--- src/rtl/bcd_to_bin_seq_pkg.sv ---
// Shared types and constants for the sequential BCD-to-binary converter.
package bcd_pkg;

  localparam int NIBBLE_W = 4;
  localparam logic [NIBBLE_W-1:0] BCD_DIGIT_MAX = 4'd9;

  typedef enum logic [1:0] {
    IDLE = 2'd0,
    CONV = 2'd1,
    DONE = 2'd2
  } state_e;

endpackage

--- src/rtl/bcd_to_bin_seq_if.sv ---
// Handshake bundle between the UI parameter editor, the converter and the parameter registers.
interface bcd_to_bin_seq_if #(
  parameter int DIGITS = 6,
  parameter int BIN_W  = 20
) ();
  import bcd_pkg::*;

  // Both sides use valid/ready: a transfer happens on a rising clock edge where
  // valid and ready are both high; the producer holds valid and data stable until
  // that edge, and ready never depends combinationally on valid.
  logic                  in_valid;
  logic                  in_ready;
  logic [4*DIGITS-1:0]   bcd_in;
  logic                  out_valid;
  logic                  out_ready;
  logic [BIN_W-1:0]      bin_out;
  logic                  digit_err;
  logic                  ovf;
  state_e                dbg_state;

  modport master (
    output in_valid, bcd_in, out_ready,
    input  in_ready, out_valid, bin_out, digit_err, ovf, dbg_state
  );

  modport slave (
    input  in_valid, bcd_in, out_ready,
    output in_ready, out_valid, bin_out, digit_err, ovf, dbg_state
  );

endinterface

--- src/rtl/bcd_digit_mac10.sv ---
// One Horner step: acc*10 + digit using shifts and adds, with the digit clamped to 9.
module bcd_digit_mac10
  import bcd_pkg::*;
#(
  parameter int BIN_W = 20
) (
  input  logic [BIN_W-1:0]    acc_i,
  input  logic [NIBBLE_W-1:0] digit_i,
  output logic [BIN_W+3:0]    t_o,
  output logic                digit_bad_o
);

  logic [BIN_W+3:0]    acc_ext;
  logic [NIBBLE_W-1:0] digit_clamped;

  always_comb begin
    digit_bad_o   = (digit_i > BCD_DIGIT_MAX);
    digit_clamped = digit_bad_o ? BCD_DIGIT_MAX : digit_i;
    acc_ext       = {4'b0000, acc_i};
    // Four headroom bits hold acc*10+9 for any acc, so overflow is visible in t_o's top nibble.
    t_o           = (acc_ext << 3) + (acc_ext << 1) + {{BIN_W{1'b0}}, digit_clamped};
  end

endmodule

--- src/rtl/bcd_to_bin_seq.sv ---
// Sequential packed-BCD to binary converter, one digit per clock, MSD first.
// Optional BCD_SAT_EN: saturate bin_out to all ones when the value overflows BIN_W.
module bcd_to_bin_seq
  import bcd_pkg::*;
#(
  parameter int DIGITS = 6,
  parameter int BIN_W  = 20
) (
  input  logic             clk,
  input  logic             rst,
  bcd_to_bin_seq_if.slave  bus
);

  localparam int CNT_W = (DIGITS > 1) ? $clog2(DIGITS) : 1;
  localparam logic [CNT_W-1:0] LAST_CNT = CNT_W'(DIGITS - 1);

  state_e                state_q, state_d;
  logic [4*DIGITS-1:0]   shreg_q, shreg_d;
  logic [BIN_W-1:0]      acc_q,   acc_d;
  logic [CNT_W-1:0]      cnt_q,   cnt_d;
  logic                  derr_q,  derr_d;
  logic                  ovf_q,   ovf_d;
  logic [BIN_W-1:0]      bin_q,   bin_d;

  logic [BIN_W+3:0]      mac_t;
  logic                  mac_digit_bad;
  logic                  step_ovf;

  bcd_digit_mac10 #(.BIN_W(BIN_W)) u_mac (
    .acc_i       (acc_q),
    .digit_i     (shreg_q[4*DIGITS-1 -: NIBBLE_W]),
    .t_o         (mac_t),
    .digit_bad_o (mac_digit_bad)
  );

  assign step_ovf = |mac_t[BIN_W+3:BIN_W];

  always_ff @(posedge clk or posedge rst) begin
    if (rst) begin
      state_q <= IDLE;
      shreg_q <= '0;
      acc_q   <= '0;
      cnt_q   <= '0;
      derr_q  <= 1'b0;
      ovf_q   <= 1'b0;
      bin_q   <= '0;
    end else begin
      state_q <= state_d;
      shreg_q <= shreg_d;
      acc_q   <= acc_d;
      cnt_q   <= cnt_d;
      derr_q  <= derr_d;
      ovf_q   <= ovf_d;
      bin_q   <= bin_d;
    end
  end

  always_comb begin
    state_d = state_q;
    shreg_d = shreg_q;
    acc_d   = acc_q;
    cnt_d   = cnt_q;
    derr_d  = derr_q;
    ovf_d   = ovf_q;
    bin_d   = bin_q;

    case (state_q)
      IDLE: begin
        if (bus.in_valid) begin
          shreg_d = bus.bcd_in;
          acc_d   = '0;
          cnt_d   = '0;
          derr_d  = 1'b0;
          ovf_d   = 1'b0;
          state_d = CONV;
        end
      end

      CONV: begin
        acc_d   = mac_t[BIN_W-1:0];
        shreg_d = shreg_q << NIBBLE_W;
        cnt_d   = cnt_q + CNT_W'(1);
        derr_d  = derr_q | mac_digit_bad;
        ovf_d   = ovf_q | step_ovf;
        if (cnt_q == LAST_CNT) begin
          // The result register only moves here, so it holds the last result in IDLE/CONV.
`ifdef BCD_SAT_EN
          bin_d = ovf_d ? {BIN_W{1'b1}} : mac_t[BIN_W-1:0];
`else
          bin_d = mac_t[BIN_W-1:0];
`endif
          state_d = DONE;
        end
      end

      DONE: begin
        if (bus.out_ready) begin
          state_d = IDLE;
        end
      end

      default: state_d = IDLE;
    endcase
  end

  assign bus.in_ready  = (state_q == IDLE);
  assign bus.out_valid = (state_q == DONE);
  assign bus.bin_out   = bin_q;
  assign bus.digit_err = derr_q;
  assign bus.ovf       = ovf_q;
  assign bus.dbg_state = state_q;

endmodule
--- src/flat_wrapper.sv ---
// flat-port wrapper written by rule: the top's interface ports become plain ports
module bcd_to_bin_seq_flat import bcd_pkg::*;
#(
  parameter int DIGITS = 6,
  parameter int BIN_W  = 20
)
  (clk, rst, bus_in_valid, bus_bcd_in, bus_out_ready, bus_in_ready, bus_out_valid, bus_bin_out, bus_digit_err, bus_ovf, bus_dbg_state);
  bcd_to_bin_seq_if #(.DIGITS(DIGITS), .BIN_W(BIN_W)) bus_i ();
  input  logic clk;
  input  logic rst;
  input wire logic [$bits(bus_i.in_valid)-1:0] bus_in_valid;
  input wire logic [$bits(bus_i.bcd_in)-1:0] bus_bcd_in;
  input wire logic [$bits(bus_i.out_ready)-1:0] bus_out_ready;
  output wire logic [$bits(bus_i.in_ready)-1:0] bus_in_ready;
  output wire logic [$bits(bus_i.out_valid)-1:0] bus_out_valid;
  output wire logic [$bits(bus_i.bin_out)-1:0] bus_bin_out;
  output wire logic [$bits(bus_i.digit_err)-1:0] bus_digit_err;
  output wire logic [$bits(bus_i.ovf)-1:0] bus_ovf;
  output wire logic [$bits(bus_i.dbg_state)-1:0] bus_dbg_state;
  assign bus_i.in_valid = bus_in_valid;
  assign bus_i.bcd_in = bus_bcd_in;
  assign bus_i.out_ready = bus_out_ready;
  assign bus_in_ready = bus_i.in_ready;
  assign bus_out_valid = bus_i.out_valid;
  assign bus_bin_out = bus_i.bin_out;
  assign bus_digit_err = bus_i.digit_err;
  assign bus_ovf = bus_i.ovf;
  assign bus_dbg_state = bus_i.dbg_state;
  bcd_to_bin_seq #(.DIGITS(DIGITS), .BIN_W(BIN_W)) u_core (.clk(clk), .rst(rst), .bus(bus_i));
endmodule
--- config.mk ---
export PLATFORM = sky130hd
export DESIGN_NAME = bcd_to_bin_seq_flat
export DESIGN_NICKNAME = d
export VERILOG_FILES = /design/src/rtl/bcd_to_bin_seq_pkg.sv /design/src/rtl/bcd_to_bin_seq_if.sv /design/src/rtl/bcd_digit_mac10.sv /design/src/rtl/bcd_to_bin_seq.sv /design/src/flat_wrapper.sv
export SDC_FILE = /design/constraint.sdc
export NUM_CORES = 1
export LEC_CHECK = 0
export CORE_AREA = 2 2 113 115
export DETAILED_ROUTE_END_ITERATION = 10
export DIE_AREA = 0 0 115 117
export GPL_ROUTABILITY_DRIVEN = 0
export PLACE_DENSITY = 0.63
export SYNTH_ARGS = -nofsm -noshare
export SYNTH_HDL_FRONTEND = slang
export SYNTH_SLANG_ARGS = --single-unit
--- constraint.sdc ---
create_clock -name clk -period 4.08 [get_ports clk]
set_input_delay 1.02 -clock clk [delete_from_list [all_inputs] [get_ports clk]]
set_output_delay 1.02 -clock clk [all_outputs]
set_load 0.02 [all_outputs]
==> parameters.txt <==
Parameter                              Value

Run status
  Run status ... finished, final reports clean

Timing
  Sum of negative setup slack ... 0 ns
  Max frequency ... around 320 MHz
  Hold WS ... 0.479 ns
  Minimum period implied by the final worst setup slack ... 3.13 ns
  Number of pins with negative max-slew slack in the final report ... 0
  Clock Skew ... slightly above 0.007 ns
  Number of failing setup endpoints in the final timing report ... 0
  Worst setup slack after layout ... approximately 0.95 ns
  Period utilization ... between 70% and 80%
  Measured slew at the worst slew-check pin ... 0.821 ns
  Hold Vio Cnt, Final ... 0
  Slew headroom ... 45.2%
  Setup repair after global routing missed its margin ... false

Clocking
  Clock sinks ... 71
  Clk Tree Root Cell ... clkbuf_16
  Number of hold buffers added after cts ... 0
  Number of gates resized after cts ... 0
  Max H-tree Level ... 3
  Clock tree from TritonCTS ... yes
  Number of buffers created by CTS ... 9
  Buffers from clock root to sink, at most ... 2
  Post-CTS setup buffer count ... 0
  Clock slew seen by the registers of the worst setup and hold paths ... approximately 0.060 ns
  Later-pin clock latency in the skew report ... 0.34 ns

Final layout
  # fillers ... 1175
  Utilization after layout ... 42.8%
  Antenna diode count ... 0
  Share of cells above drive strength 1 ... 11.7%
  Area delta synth->final ... 26.3%
  Number of nets in the finished design ... 518

Flow run
  Max-cap violations ... 0

Floorplan
  Initial core utilization ... 33.9%
  Core region area ... roughly 12000 um2
  I/O pin count ... 54
  Die height ... about 120 um
  Overall die width ... 115 um
  Die area ... about 13000 um2
  # rows ... about 40

Synth
  Leading post-synthesis cells by instance count ... dfrtp_1, ha_1, o21ai_0
  Largest cells by area after synthesis ... dfrtp_1, ha_1, o21ai_0, mux2_2, mux2i_1
  Distinct cells, synth ... 45
  Cell count after synthesis ... between 300 and 400
  Avg Cell Area, Syn ... roughly 11 um2
  Total of flip-flops plus latches after synthesis ... 71
  Post-synthesis cell area ... 4170 um2
  Prevailing post-synth register cell ... dfrtp_1
  Async SR Flop Fraction ... 100%
  Fraction of synthesized cell area taken by the top area cell type ... 42.6%
  Cell type contributing the most total cell area after synthesis ... dfrtp_1
  Synthesized Nets ... 465
  Yosys warnings ... 0
  Number of enable flip-flop cells after synthesis ... 0
  Sequential-to-total area share from yosys stat ... 42.6%
  Most numerous cell in the Yosys netlist ... dfrtp_1

Drt
  Post-Route WL ... 9110 um
  Total DRC errors in the routed layout ... 0
  DRT iter0 DRCs ... 118
  Routed Antenna Nets ... 0
  Via/cell ratio ... ~5.2
  Via count ... ~3100
  Drt first pass iters ... 4
  Drt wl/cell ... 15.1 um

Placed design
  HPWL after detailed placement ... 6540 um
  Pre-CTS setup slack ... 0.961 ns
  Total of buffers placed on input and output ports ... 53

Worst hold path
  Class of the worst hold path ... reg2reg

Critical path
  Flop2flop setup slack ... 0.95 ns
  Worst endpoint required time ... about 4.3 ns
  Worst Path Max Fanout ... 3
  Startpoint kind of the worst setup timing path ... register
  Arrival time at the worst endpoint ... 3.34 ns
  Nature of the critical path endpoint ... register
  Crit Path Class ... reg2reg

Global routing
  Largest net degree at the start of global routing ... 38
  Overall fraction of global-route tracks in use ... 14.6%
  Antenna violations before repair ... 0
  Grt ovf ... 0
  First-pass GRT wire length ... around 16000 um
  Vias in the first global route ... 3199
area by class of cell:
type	count	area (um2)	area share, %
well taps	150	188	3.56
clock buffers	11	243	4.61
clock inverters	5	129	2.45
multi-input cells	296	2310	43.8
inverters	10	37.5	0.713
flip-flops and latches	71	1780	33.7
repair buffers	59	588	11.2
logic make-up after synthesis:
group | after synthesis | share of synthesized area, %
multiplexers | 32 | 8.19
AO/OA/AOI/OAI | 120 | 19.4
adder cells (fa/ha/maj) | 43 | 13.3
AND/OR/NAND/NOR | 83 | 10.2
XOR/XNOR | 18 | 3.78
buffers and inverters | 27 | 2.55
flip-flops | 71 | 42.6
flip-flops by register name (all words and copies together) (netlist names):
name	flops
u_core.cnt_q	3
u_core.bus.ovf	1
u_core.bus.digit_err	1
u_core.bus.dbg_state	2
u_core.bus.bin_out	20
u_core.acc_q	20
u_core.shreg_q	24
routing by layer:
layer  vias to the layer above  wire (um)  global-route usage [%]
met5                         -          0                       0
met4                         0         71                    4.74
met3                        10        410                    4.43
met2                        62       4450                    24.7
met1                      1503       4180                    18.0
li1                       1528          -                       -
critical path: stages, from the launching register on:
cell and delay (ns):
dfrtp_1 0.41, fa_1 0.58, inv_1 0.07, fa_1 0.45
nor2b_1 0.19, o2111ai_2 0.14, a21oi_2 0.23, o211ai_2 0.13
a21oi_2 0.27, a31oi_1 0.15, xnor2_1 0.14, a22oi_1 0.16
nand3_1 0.09
stage by stage:
stage,std cells,instance area [um2]
finish,602,5270
global route,602,5270
CTS,602,5270
detailed placement,586,4900
global placement,586,4900
floorplan,394,4170
worst paths after layout:
kind	from	depth (start not counted)	end
setup / recovery	u_core.acc_q[0]	12	u_core.bus.ovf
hold / removal	u_core.bus.bin_out[3]	2	u_core.bus.bin_out[3]
setup reg to reg	u_core.acc_q[0]	12	u_core.bus.ovf
hold reg to reg	u_core.bus.bin_out[3]	2	u_core.bus.bin_out[3]
max in group asynchronous	rst	3	u_core.shreg_q[16]
min in group asynchronous	rst	2	u_core.bus.bin_out[11]
layout by cell type, fill, tap and decap left out, types with 3 or more instances in the layout:
cell type / count
a21o_1: 9
a21oi_1: 19
a21oi_2: 7
a22o_1: 17
a22oi_1: 3
a31oi_1: 3
and3b_1: 3
buf_4: 5
bufinv_16: 4
clkbuf_16: 9
clkdlybuf4s50_1: 53
dfrtp_1: 71
ha_1: 41
inv_1: 9
mux2_2: 16
mux2i_1: 15
nand2_1: 38
nand2b_1: 4
nand3_1: 5
nor2_1: 6
nor2b_1: 14
nor3_1: 3
o21ai_0: 39
o21ai_1: 6
o21bai_1: 4
xnor2_1: 15
xor2_1: 3
Power is left out: the tool's default activity adds up to more than one toggle a clock period on the data nets, which glitch-free logic cannot reach.
